--- src/rtl/mul_pipe_ctrl.sv ---
// Purpose : pipeline controller for the shared Booth/Wallace multiplier (EXE->WB); tracks op/tag per datapath stage.
// Latency : an operation accepted in cycle t is presented to writeback in cycle t+STAGES.
// Backpr. : stages compress behind a stalled output stage; req_ready drops only when every stage is full and not draining.
//
// Ports:
//   clk, resetn                      clock, asynchronous active-low reset
//   req_valid/req_ready/req_op/req_tag   request handshake from execute
//   flush                            cancels every in-flight and offered operation
//   stage_en[STAGES]                 per-stage load enables for the datapath registers
//   dp_signed                        Booth sign-extension select (combinational from req_op)
//   dp_hi_sel                        high-word select for the output stage
//   resp_valid/resp_ready/resp_op/resp_tag   result handshake to writeback
//   busy                             any stage valid
//   perf_ops, perf_stalls            performance counters
//
// Optional feature: define MUL_PIPE_CTRL_PERF_EN to build the performance counters;
// otherwise perf_ops and perf_stalls are tied to zero.
module mul_pipe_ctrl #(
    parameter int STAGES = 2,
    parameter int TAG_W  = 5
) (
    input  logic              clk,
    input  logic              resetn,
    input  logic              req_valid,
    output logic              req_ready,
    input  logic [1:0]        req_op,
    input  logic [TAG_W-1:0]  req_tag,
    input  logic              flush,
    output logic [STAGES-1:0] stage_en,
    output logic              dp_signed,
    output logic              dp_hi_sel,
    output logic              resp_valid,
    input  logic              resp_ready,
    output logic [1:0]        resp_op,
    output logic [TAG_W-1:0]  resp_tag,
    output logic              busy,
    output logic [31:0]       perf_ops,
    output logic [31:0]       perf_stalls
);

    logic [STAGES-1:0] v_q, v_d;
    logic [1:0]        op_q  [STAGES];
    logic [1:0]        op_d  [STAGES];
    logic [TAG_W-1:0]  tag_q [STAGES];
    logic [TAG_W-1:0]  tag_d [STAGES];

    logic [STAGES-1:0] ld;      // ld[k]: stage k loads this cycle (ld[0] is acceptance)
    logic [STAGES-1:0] drn;     // drn[k]: stage k's entry leaves this cycle
    logic              drain;
    logic              accept;

    // Load/drain decisions ripple from the output stage back to stage 0,
    // so a draining output frees the whole compressed chain in one cycle.
    always_comb begin
        drain = v_q[STAGES-1] && resp_ready;
        drn   = '0;
        ld    = '0;
        drn[STAGES-1] = drain;
        for (int k = STAGES - 1; k >= 1; k--) begin
            ld[k]     = (!v_q[k] || drn[k]) && v_q[k-1];
            drn[k-1]  = ld[k];
        end
        req_ready = !flush && (!v_q[0] || drn[0]);
        accept    = req_valid && req_ready;
        ld[0]     = accept;
    end

    always_comb begin
        v_d   = v_q;
        op_d  = op_q;
        tag_d = tag_q;
        if (ld[0]) begin
            v_d[0]   = 1'b1;
            op_d[0]  = req_op;
            tag_d[0] = req_tag;
        end else if (drn[0]) begin
            v_d[0] = 1'b0;
        end
        for (int k = 1; k < STAGES; k++) begin
            if (ld[k]) begin
                v_d[k]   = 1'b1;
                op_d[k]  = op_q[k-1];
                tag_d[k] = tag_q[k-1];
            end else if (drn[k]) begin
                v_d[k] = 1'b0;
            end
        end
        // op/tag may still shift during a flush; they are don't-care once invalid.
        if (flush) begin
            v_d = '0;
        end
    end

    always_ff @(posedge clk or negedge resetn) begin
        if (!resetn) begin
            v_q <= '0;
            for (int k = 0; k < STAGES; k++) begin
                op_q[k]  <= 2'b00;
                tag_q[k] <= '0;
            end
        end else begin
            v_q <= v_d;
            for (int k = 0; k < STAGES; k++) begin
                op_q[k]  <= op_d[k];
                tag_q[k] <= tag_d[k];
            end
        end
    end

    assign stage_en   = ld;
    assign dp_signed  = (req_op == 2'b01);
    assign resp_valid = v_q[STAGES-1];
    assign resp_op    = op_q[STAGES-1];
    assign resp_tag   = tag_q[STAGES-1];
    // Reserved op 11 runs as MUL, so only MULH/MULHU select the high word.
    assign dp_hi_sel  = v_q[STAGES-1] &&
                        ((op_q[STAGES-1] == 2'b01) || (op_q[STAGES-1] == 2'b10));
    assign busy       = |v_q;

`ifdef MUL_PIPE_CTRL_PERF_EN
    logic [31:0] perf_ops_q, perf_ops_d;
    logic [31:0] perf_stalls_q, perf_stalls_d;

    // A drain during a flush cycle still counts as a completed operation.
    always_comb begin
        perf_ops_d    = perf_ops_q + {31'd0, drain};
        perf_stalls_d = perf_stalls_q + {31'd0, (v_q[STAGES-1] && !resp_ready)};
    end

    always_ff @(posedge clk or negedge resetn) begin
        if (!resetn) begin
            perf_ops_q    <= '0;
            perf_stalls_q <= '0;
        end else begin
            perf_ops_q    <= perf_ops_d;
            perf_stalls_q <= perf_stalls_d;
        end
    end

    assign perf_ops    = perf_ops_q;
    assign perf_stalls = perf_stalls_q;
`else
    assign perf_ops    = '0;
    assign perf_stalls = '0;
`endif

endmodule

--- config.mk ---
export PLATFORM = sky130hd
export DESIGN_NAME = mul_pipe_ctrl
export DESIGN_NICKNAME = d
export VERILOG_FILES = /design/src/rtl/mul_pipe_ctrl.sv
export SDC_FILE = /design/constraint.sdc
export NUM_CORES = 1
export LEC_CHECK = 0
export CAP_MARGIN = 0
export CORE_UTILIZATION = 37
export DETAILED_ROUTE_END_ITERATION = 12
export PLACE_DENSITY_LB_ADDON = 0.15
export SETUP_SLACK_MARGIN = 0.4
export SLEW_MARGIN = 40
export SYNTH_ARGS = -nofsm -noshare
export SYNTH_HDL_FRONTEND = slang
export SYNTH_SLANG_ARGS = --single-unit
--- constraint.sdc ---
create_clock -name clk -period 4.5 [get_ports clk]
set_clock_uncertainty 0.05 [all_clocks]
set_input_delay 0.9 -clock clk [delete_from_list [all_inputs] [get_ports clk]]
set_output_delay 0.9 -clock clk [all_outputs]
set_load 0.05 [all_outputs]
# Word-level counts from Yosys, hierarchy flattened
# Index checks and enable logic that the tools add are counted.
[totals]
regBits = 16
latch_bits = 0
ramBits = 0
rom_bits = 0
out_inout_bits = 78
elab_cells = 28
memories = 0
[classes]
add_sub_neg = 0
n_mul = 0
div = 0
order_cmp = 0
n_eq_ne = 3
n_shift = 0
muxes = 5
bitwise = 0
n_reduce_logical = 14
[op_table]
columns = ["op", "count"]
rows = [
  ["3-bit nonzero test", 2],
  ["1-bit logical AND", 5],
  ["2-bit by 1-bit equality test with 1-bit output, second input constant", 2],
  ["1-bit two-way mux", 4],
  ["1-bit zero test", 3],
  ["1-bit logical OR", 3],
  ["2-bit equality test, second input constant", 1],
  ["2-bit two-way mux", 1],
  ["2-bit OR reduction", 1],
]

# Depth between registers and ports, before layout
# Gate-level depths: netlist of run 1.
[logic_depth]
word_depth = 8
mapped_depth = 5
ltp_nobuf = 3

# Worst setup path after synthesis of run 1
# No wires, ideal clock.
[synth_timing]
kind = "input to output"
startpoint = "in resp_ready"
endpoint = "out stage_en[0]"
t_arrival_ps = 1806
path_slack_ps = 1744
stages = 5
path_cell_list = "and3b_1 or3b_1 buf_6 inv_1 buf_4"
[synth_via]
elab_chain_cells = 6
[synth_rtl]
columns = ["item", "line_no", "rtl"]
rows = [
  ["from (decl)", "33", "input logic resp_ready,"],
  ["1-bit logical AND", "55", "drain = v_q[STAGES-1] && resp_ready;"],
  ["1-bit logical OR", "60", "ld[k] = (!v_q[k] || drn[k]) && v_q[k-1];"],
  ["1-bit logical AND", "60", ""],
  ["1-bit logical OR", "63", "req_ready = !flush && (!v_q[0] || drn[0]);"],
  ["1-bit logical AND", "63", ""],
  ["1-bit logical AND", "64", "accept = req_valid && req_ready;"],
  ["to (decl)", "29", "output logic [STAGES-1:0] stage_en,"],
]
# Every way passes these cells.

# Final worst setup path of run 1
# Same ends and word-level chain as after synthesis.

==> key figures, run 1 <==
Worst setup path
  – Required time worst endpoint: 3.55 ns
  – Startpoint types: primary input
  – CP arrival: 2.89 ns
  – CP Max Fanout: 3
  – CP Class: in2out
  – Critical path capture point type: output port

Floorplan
  – Ports: 90
  – Core Box Area: 0.00310 mm2
  – Chip Height: between 50 and 60 um
  – Die area: 0.00355 mm2
  – Die Wd: 59.6 um
  – Starting density of the core: 39.5%
  – # rows: 20

Yosys
  – Mapped Area: ~0.0012 mm2
  – Adder-Cell Fraction of Synth Area: 0%
  – Post-synthesis mux area share: 15.0%
  – Post-synthesis compound-gate area fraction: 1.12%
  – Most common library cells after synthesis: buf_4 (72), dfrtp_1 (16), mux2_2 (7), mux2_4 (7), nor2_1 (5)
  – Library cells used by synthesis: 15
  – YS warnings: 0
  – Ys async rst share: 100%
  – Top-area cell type share of the netlist area: 44.1%
  – Simple-gate share of the synthesized area: 3.98%
  – Area contributors post-synth: buf_4 (44%), dfrtp_1 (33%), mux2_4 (8.6%), mux2_2 (6.4%), nor2_1 (1.5%)
  – Largest area contributor in the netlist: buf_4
  – Syn avg cell area: 10.2 um2
  – Sequential element share of the synthesized area: 32.7%
  – Main combinational cell family by area after synthesis: buffers and inverters
  – Synthesized flop and latch total: 16
  – Post-synth EDFFs: 0
  – Top_reg_cell synth: dfrtp_1
  – XOR/XNOR Fraction of Synth Area: less than 1%
  – Most numerous cell in the Yosys netlist: buf_4
  – Cells after Synth: 120

Route
  – Drt wl/cell: 8.21 um
  – Number of iterations in the first detailed-routing pass: 2
  – Total Wirelength: 1500 um
  – Detail Route Antenna Nets: 0
  – DRC: 0
  – Vias: approximately 620
  – Vias per cell: 3.40
  – Iter 0 DRT Violations: 1

Timing
  – Setup TNS: 0 ns
  – Fmax: about 260 MHz
  – Slew @ Worst Pin: roughly 0.7 ns
  – Final max-slew violation count: 0
  – RSZ-0062 raised after global routing: false
  – Rel. slew slack: 53.1%
  – Final setup viols: 0
  – Min Clock Period, post-route: 3.84 ns
  – Final hold violations: 0
  – Final period util: 85.4%
  – Min Hold Slack: 0.459 ns

Clocking
  – Num CTS Buffers: 3
  – # H-tree levels: 1
  – TritonCTS clock tree: built
  – CTS clk-pin slew, worst paths: 0.09 ns
  – Post-CTS Hold Buffers: 0
  – Post-CTS Resized: 0
  – Skew-Pair Late Insertion Delay: 0.28 ns
  – CTS Root Cell: clkbuf_4
  – Clk sinks: 16
  – Worst-case clock buffer depth: 2
  – Setup bufs post-CTS: 0

Flow run
  – Max_cap viols: 0

Power and ir drop
  – Flop pwr share: 33.8%
  – Sw Ratio: about half
  – Clock power frac: 13.1%
  – Total power: roughly 0.55 mW
  – P_sw: 0.275 mW
  – LEAKAGE: 0.659 nW
  – Pwr/cell area: 443 mW/mm2
  – Internal power: 0.277 mW
  – VDD IR max: 0.000142 V
  – Combinational power share: a little over half

GRT
  – Pin count of the biggest net entering global routing: 17
  – Initial antenna violation count: 0
  – Total GRT Usage: about 8.7%
  – Global-route wire length before repair: around 2200 um
  – GRT overflow: 0
  – Vias in the first global route: 476

Cells and area
  – Antenna cells: 0
  – Final Core Density: 40.2%
  – Share of cells above drive strength 1: 14.4%
  – Layout Nets: about 150
  – Synth-to-Final Area Change: 1.63%
  – Final instance area: 0.00125 mm2

Placement
  – DP HPWL: 1200 um
  – Post-DP Area: 0.00122 mm2
  – IO Port Bufs: 25
  – Placer congestion estimate: between 0.7 and 0.8

Status
  – Status: finished clean

Hold path
  – HP Class: reg2reg
critical path, stage by stage:
cell	delay [ns]
clkdlybuf4s50_1	0.51
and3b_1	0.21
or3b_1	0.40
inv_1	0.07
clkdlybuf4s50_1	0.80
final timing paths:
path                                   from     endpoint  slack (ns)  cells past startpoint
worst max register to register       v_q[1]     tag_q[5]        2.78                      4
worst min register to register  resp_tag[3]  resp_tag[3]        0.46                      1
min in group asynchronous            resetn  resp_tag[3]        0.99                      1
worst max-delay path             resp_ready  stage_en[0]        0.66                      5
worst min-delay path            resp_tag[3]  resp_tag[3]        0.46                      1
max in group asynchronous            resetn  resp_tag[4]        2.97                      1
flip-flops by register name (all words and copies together) (netlist names):
signal and cells:
op_q 2, resp_op 2, resp_tag 5, tag_q 5
v_q 2
metrics by stage:
step                      setup WS [ns]  std cells
after floorplan                    1.74        183
after global placement            0.635        180
after detailed placement          0.632        180
after CTS                         0.628        183
after global routing              0.593        183
final                             0.655        183
power groups by stage:
stage	clock network [mW]	logic, mW	registers (mW)
6_report	0.0725	0.293	0.187
3_5_place_dp	0	0.294	0.190
2_1_floorplan	0	0.303	0.187
5_1_grt	0.0854	0.305	0.191
4_1_cts	0.0780	0.294	0.188
3_3_place_gp	0	0.292	0.189
logic make-up after synthesis:
group,Yosys count
buf+inv,77
flops,16
compound gates,2
simple gates,9
mux,14
xor+xnor,1
other cells,1
area by class of cell:
cell class                      instances  area, um2
Timing Repair Buffer                   26        258
Fill cell                             313       1860
Tap cell                               44       55.1
Clock buffer                            3       22.5
Sequential cell                        16        400
Multi-Input combinational cell         90        495
Inverter                                4       15.0
placed cells by master, fill, tap and decap left out, types with 3 or more instances in the layout:
cell	n
clkdlybuf4s50_1	25
clkbuf_4	3
conb_1	64
inv_1	4
nor2_1	5
dfrtp_1	16
mux2_4	7
mux2_2	7
per-layer routing:
metal	global-route usage, %	part of all wire [%]	up-vias	wire length, um
li1	-	-	277	-
met1	10.5	40	287	598
met2	13.3	49	56	735
met3	2.40	11	2	159
met4	5.98	0.60	0	9
met5	0	0	-	0
Note: power is estimated with default switching activity, not from simulation.
==> inputs of run 2 (changes only) <==
--- a/config.mk
+++ b/config.mk
@@ -8,7 +8,7 @@
 export CAP_MARGIN = 0
 export CORE_UTILIZATION = 37
 export DETAILED_ROUTE_END_ITERATION = 12
-export PLACE_DENSITY_LB_ADDON = 0.15
+export PLACE_DENSITY = 0.89
 export SETUP_SLACK_MARGIN = 0.4
 export SLEW_MARGIN = 40
 export SYNTH_ARGS = -nofsm -noshare
==> key figures, run 2 (synthesis gave the netlist of run 1 again) <==
Cells and area
  – Antenna cells: 0 (unchanged)
  – Most frequent cells in the layout: conb_1 (64), clkdlybuf4s50_1 (25), dfrtp_1 (16), mux2_2 (7), mux2_4 (7) (unchanged)
  – Share of cells above drive strength 1: 15.0% (was 14.4%)
  – Layout Nets: 153 (unchanged)
  – Commonest non-fill, non-tap cell in the layout: conb_1 (unchanged)
  – Synth-to-Final Area Change: 2.76% (was 1.63%)
  – Final instance area: 0.00126 mm2 (was 0.00125 mm2)

Worst setup path
  – Slowest-stage cell, CP: clkdlybuf4s50_1 (unchanged)
  – Delay-heaviest family, CP: buffers and inverters (unchanged)
  – Critical path capture point type: output port (unchanged)
  – Critical Path Most Common Cell: clkdlybuf4s50_1 (unchanged)
  – Startpoint types: primary input (unchanged)
  – CP Class: in2out (unchanged)
  – CP arrival: 2.89 ns (about the same)
  – Worst path cell trace: clkdlybuf4s50_1 > and3b_1 > or3b_1 > inv_1 > clkdlybuf4s50_1 (unchanged)
  – Critical path buffers and inverters: 3 (unchanged)
  – CP Max Fanout: 3 (unchanged)
  – Required time worst endpoint: 3.55 ns (about the same)
  – Reg2Reg Setup Slack: 2.79 ns (was 2.78 ns)
  – CP peak stage delay: 0.79 ns (was 0.80 ns)

Clocking
  – TritonCTS clock tree: built (unchanged)
  – Setup bufs post-CTS: 0 (unchanged)
  – Num CTS Buffers: 3 (unchanged)
  – Clk sinks: 16 (unchanged)
  – Post-CTS Resized: 0 (unchanged)
  – Skew-Pair Late Insertion Delay: 0.29 ns (was 0.28 ns)
  – Worst-case clock buffer depth: 2 (unchanged)
  – # H-tree levels: 1 (unchanged)
  – CTS clk-pin slew, worst paths: 0.09 ns (about the same)
  – Post-CTS Hold Buffers: 0 (unchanged)
  – CTS Root Cell: clkbuf_4 (unchanged)

Timing
  – Final period util: 85.3% (was 85.4%)
  – Final max-slew violation count: 0 (unchanged)
  – Rel. slew slack: 56.4% (was 53.1%)
  – Min Clock Period, post-route: 3.84 ns (about the same)
  – Final setup viols: 0 (unchanged)
  – Setup TNS: 0 ns (unchanged)
  – Slew @ Worst Pin: 0.652 ns (was 0.701 ns)
  – Fmax: 260 MHz (about the same)
  – Final hold violations: 0 (unchanged)
  – RSZ-0062 raised after global routing: false (unchanged)

Power and ir drop
  – LEAKAGE: 0.667 nW (was 0.659 nW)
  – Pwr/cell area: 455 mW/mm2 (was 443 mW/mm2)
  – VDD IR max: 0.000115 V (was 0.000142 V)

Floorplan
  – Die area: 0.00355 mm2 (unchanged)
  – Die Wd: 59.6 um (unchanged)
  – Chip Height: 59.6 um (unchanged)
  – Starting density of the core: 39.5% (unchanged)
  – # rows: 20 (unchanged)
  – Core Box Area: 0.00310 mm2 (unchanged)
  – Ports: 90 (unchanged)

Placement
  – Post-DP Area: 0.00122 mm2 (unchanged)
  – IO Port Bufs: 25 (unchanged)
  – Placer congestion estimate: 0.626 (was 0.715)
  – DP HPWL: 1250 um (was 1200 um)

GRT
  – Pin count of the biggest net entering global routing: 17 (unchanged)
  – Total GRT Usage: 8.87% (was 8.70%)
  – Vias in the first global route: 497 (was 476)
  – GRT overflow: 0 (unchanged)
  – Global-route wire length before repair: 2190 um (was 2200 um)
  – Initial antenna violation count: 0 (unchanged)

Route
  – DRC: 0 (unchanged)
  – Drt wl/cell: 7.89 um (was 8.21 um)
  – Total Wirelength: 1450 um (was 1500 um)
  – WL met1: 568 um (was 598 um)
  – Vias per cell: 3.32 (was 3.40)
  – DR WL met3: 143 um (was 159 um)
  – Detail Route Antenna Nets: 0 (unchanged)
  – Iter 0 DRT Violations: 0 (was 1)
  – Highest Signal Layer: met4 (unchanged)
  – Met2 Wirelength: 681 um (was 735 um)
  – Number of iterations in the first detailed-routing pass: 1 (was 2)
  – Vias: 611 (was 622)

Hold path
  – HP Class: reg2reg (unchanged)

Status
  – Status: finished clean (unchanged)

Flow run
  – Max_cap viols: 0 (unchanged)
## run 2: through the flow
stage	cells	power (mW)	worst slack [ns]	hold slack (ns)	utilization [%]
finish	184	0.574	0.660	0.457	40.6
global route	184	0.599	0.624	0.482	40.6
global placement	180	0.481	0.658	0.438	39.4
floorplan	183	0.490	1.74	0.427	-
detailed placement	180	0.486	0.648	0.444	39.4
CTS	184	0.579	0.643	0.465	40.6
## run 2: final timing paths
| kind | start | cells past startpoint | endpoint |
|---|---|---|---|
| max in group asynchronous | resetn | 1 | resp_tag[0] |
| min in group asynchronous | resetn | 1 | resp_op[1] |
| worst min-delay path | resp_tag[3] | 1 | resp_tag[3] |
| worst min register to register | resp_tag[3] | 1 | resp_tag[3] |
| worst max-delay path | resp_ready | 5 | stage_en[0] |
| worst max register to register | v_q[1] | 4 | op_q[3] |
## run 2: cell type report
cell class              instances  area, um2
flip-flops and latches         16        400
fillers                       303       1840
multi-input cells              90        495
repair buffers                 26        258
inverters                       4       15.0
clock buffers                   4       36.3
well taps                      44       55.1
## run 2: report_power, final
part / internal (mW) / total, mW / switching [mW] / leakage [nW]
registers: 0.171 / 0.187 / 0.0164 / 0.191
logic: 0.0751 / 0.294 / 0.218 / 0.454
clock network: 0.0493 / 0.0929 / 0.0436 / 0.0210
## run 2: metal layers
| metal | track usage (%) | vias up |
|---|---|---|
| li1 | - | 283 |
| met1 | 9.85 | 270 |
| met2 | 13.8 | 53 |
| met3 | 1.75 | 5 |
| met4 | 8.97 | 0 |
| met5 | 0 | - |
## run 2: worst register-to-register path, cell delays in order, from the launching register on
cell and delay [ns]:
dfrtp_1 0.43, and3b_1 0.23, or3b_1 0.40, buf_4 0.20, mux2_4 0.30
==> inputs of run 3 (changes only) <==
--- a/config.mk
+++ b/config.mk
@@ -5,10 +5,10 @@
 export SDC_FILE = /design/constraint.sdc
 export NUM_CORES = 1
 export LEC_CHECK = 0
-export CAP_MARGIN = 0
-export CORE_UTILIZATION = 37
+export CAP_MARGIN = 40
+export CORE_UTILIZATION = 34
 export DETAILED_ROUTE_END_ITERATION = 12
-export PLACE_DENSITY = 0.89
+export PLACE_DENSITY = 0.83
 export SETUP_SLACK_MARGIN = 0.4
 export SLEW_MARGIN = 40
 export SYNTH_ARGS = -nofsm -noshare
==> constraint.sdc (replaced) <==
create_clock -name clk -period 3.6 [get_ports clk]
set_clock_uncertainty 0.05 [all_clocks]
set_input_delay 0.72 -clock clk [delete_from_list [all_inputs] [get_ports clk]]
set_output_delay 0.72 -clock clk [all_outputs]
set_load 0.05 [all_outputs]
==> key figures, run 3 (synthesis gave the netlist of run 1 again) <==
Status
  – Status: finished clean (unchanged)

Cells and area
  – Synth-to-Final Area Change: 3.26% (was 2.76%)
  – Commonest non-fill, non-tap cell in the layout: conb_1 (unchanged)
  – Share of cells above drive strength 1: 15.7% (was 15.0%)
  – Most frequent cells in the layout: conb_1 (64), clkdlybuf4s50_1 (24), dfrtp_1 (16), mux2_2 (7), mux2_4 (7) (was conb_1 (64), clkdlybuf4s50_1 (25), dfrtp_1 (16), mux2_2 (7), mux2_4 (7))
  – Antenna cells: 0 (unchanged)
  – Layout Nets: 154 (was 153)

Route
  – Vias: 599 (was 611)
  – Vias per cell: 3.22 (was 3.32)
  – DRC: 0 (unchanged)
  – Drt wl/cell: 7.99 um (was 7.89 um)
  – Total Wirelength: 1490 um (was 1450 um)
  – Iter 0 DRT Violations: 3 (was 0)
  – Detail Route Antenna Nets: 0 (unchanged)
  – Number of iterations in the first detailed-routing pass: 4 (was 1)

Floorplan
  – Core Box Area: 0.00339 mm2 (was 0.00310 mm2)
  – Die area: 0.00385 mm2 (was 0.00355 mm2)
  – Ports: 90 (unchanged)
  – Starting density of the core: 36.2% (was 39.5%)
  – Die Wd: 62.1 um (was 59.6 um)
  – Chip Height: 62.1 um (was 59.6 um)
  – # rows: 21 (was 20)

Clocking
  – CTS Root Cell: clkbuf_4 (unchanged)
  – Worst-case clock buffer depth: 2 (unchanged)
  – Clk sinks: 16 (unchanged)
  – Skew-Pair Late Insertion Delay: 0.27 ns (was 0.29 ns)
  – CTS clk-pin slew, worst paths: 0.09 ns (about the same)
  – Post-CTS Hold Buffers: 0 (unchanged)
  – Setup bufs post-CTS: 0 (unchanged)
  – TritonCTS clock tree: built (unchanged)
  – # H-tree levels: 1 (unchanged)
  – Num CTS Buffers: 3 (unchanged)
  – Post-CTS Resized: 0 (unchanged)

Timing
  – Rel. slew slack: 54.4% (was 56.4%)
  – Final period util: 86.6%
  – Final max-slew violation count: 0 (unchanged)
  – Fmax: ~320 MHz
  – Final hold violations: 0 (unchanged)
  – Setup TNS: 0 ns (unchanged)
  – RSZ-0062 raised after global routing: false (unchanged)
  – Slew @ Worst Pin: 0.682 ns (was 0.652 ns)
  – Final setup viols: 0 (unchanged)
  – Min Clock Period, post-route: 3.12 ns
  – Min Hold Slack: 0.467 ns (was 0.457 ns)

GRT
  – GRT overflow: 0 (unchanged)
  – Global-route wire length before repair: 2230 um (was 2190 um)
  – Vias in the first global route: 500 (was 497)
  – Initial antenna violation count: 0 (unchanged)
  – Total GRT Usage: 8.17% (was 8.87%)
  – Pin count of the biggest net entering global routing: 17 (unchanged)

Power and ir drop
  – Pwr/cell area: 547 mW/mm2 (was 455 mW/mm2)
  – VDD IR max: 0.000178 V (was 0.000115 V)
  – LEAKAGE: 0.669 nW (was 0.667 nW)

Worst setup path
  – Critical path buffers and inverters: 2 (was 3)
  – CP Max Fanout: 3 (unchanged)
  – Critical path capture point type: output port (unchanged)
  – Worst path cell trace: clkdlybuf4s50_1 > and3b_1 > nor2_1 > clkdlybuf4s50_1 (was clkdlybuf4s50_1 > and3b_1 > or3b_1 > inv_1 > clkdlybuf4s50_1)
  – CP arrival: 2.35 ns (was 2.89 ns)
  – CP peak stage delay: 0.81 ns (was 0.79 ns)
  – Required time worst endpoint: 2.83 ns (was 3.55 ns)
  – Slowest-stage cell, CP: clkdlybuf4s50_1 (unchanged)
  – Startpoint types: primary input (unchanged)
  – Delay-heaviest family, CP: buffers and inverters (unchanged)
  – CP Class: in2out (unchanged)
  – Critical Path Most Common Cell: clkdlybuf4s50_1 (unchanged)

Hold path
  – HP Class: reg2reg (unchanged)

Placement
  – DP HPWL: 1360 um (was 1250 um)
  – IO Port Bufs: 25 (unchanged)
  – Placer congestion estimate: 0.627 (was 0.626)

Flow run
  – Max_cap viols: 0 (unchanged)
## run 3: cell types whose count changed in the layout (fill, tap and decap cells not counted), sizes merged
cell and change:
buf +2, clkdlybuf4s50 -1, clkbuf -1
## run 3: path summary, 6_finish.rpt
| kind | startpoint | to | slack, ns | cells after the start |
|---|---|---|---|---|
| max | resp_ready | req_ready | 0.48 | 4 |
| min reg2reg | resp_tag[2] | resp_tag[2] | 0.47 | 1 |
| min | resp_tag[2] | resp_tag[2] | 0.47 | 1 |
| max reg2reg | v_q[1] | op_q[3] | 1.90 | 4 |
| max in group asynchronous | resetn | resp_tag[4] | 2.25 | 1 |
| min in group asynchronous | resetn | tag_q[8] | 0.80 | 1 |
## run 3: area by class of cell
type | instances | area [um2]
tap | 46 | 57.6
fill | 334 | 2120
clock buffer | 3 | 22.5
timing repair buffer | 27 | 275
inverter | 4 | 15.0
sequential | 16 | 400
multi-input combinational | 90 | 495
## run 3: metal layers
layer	share of wire (%)	routed length, um	vias to the layer above	track usage (%)
li1	-	-	282	-
met5	0	0	-	0
met1	35	522	271	8.53
met3	8.6	128	0	2.07
met2	56	836	46	15.2
met4	0	0	0	3.81
## run 3: power by group
group	total (mW)	internal, mW	switching (mW)
registers	0.237	0.214	0.0231
logic	0.370	0.0960	0.274
clock network	0.0861	0.0387	0.0474
## run 3: per-stage QoR
stage	setup slack (ns)	cell area (um2)	total power, mW	cells	utilization, %
global placement	0.503	1240	0.605	183	36.7
global route	0.445	1270	0.727	186	37.4
detailed placement	0.483	1240	0.614	183	36.7
floorplan	1.20	1460	0.613	183	-
finish	0.483	1270	0.693	186	37.4
CTS	0.474	1270	0.700	186	37.4
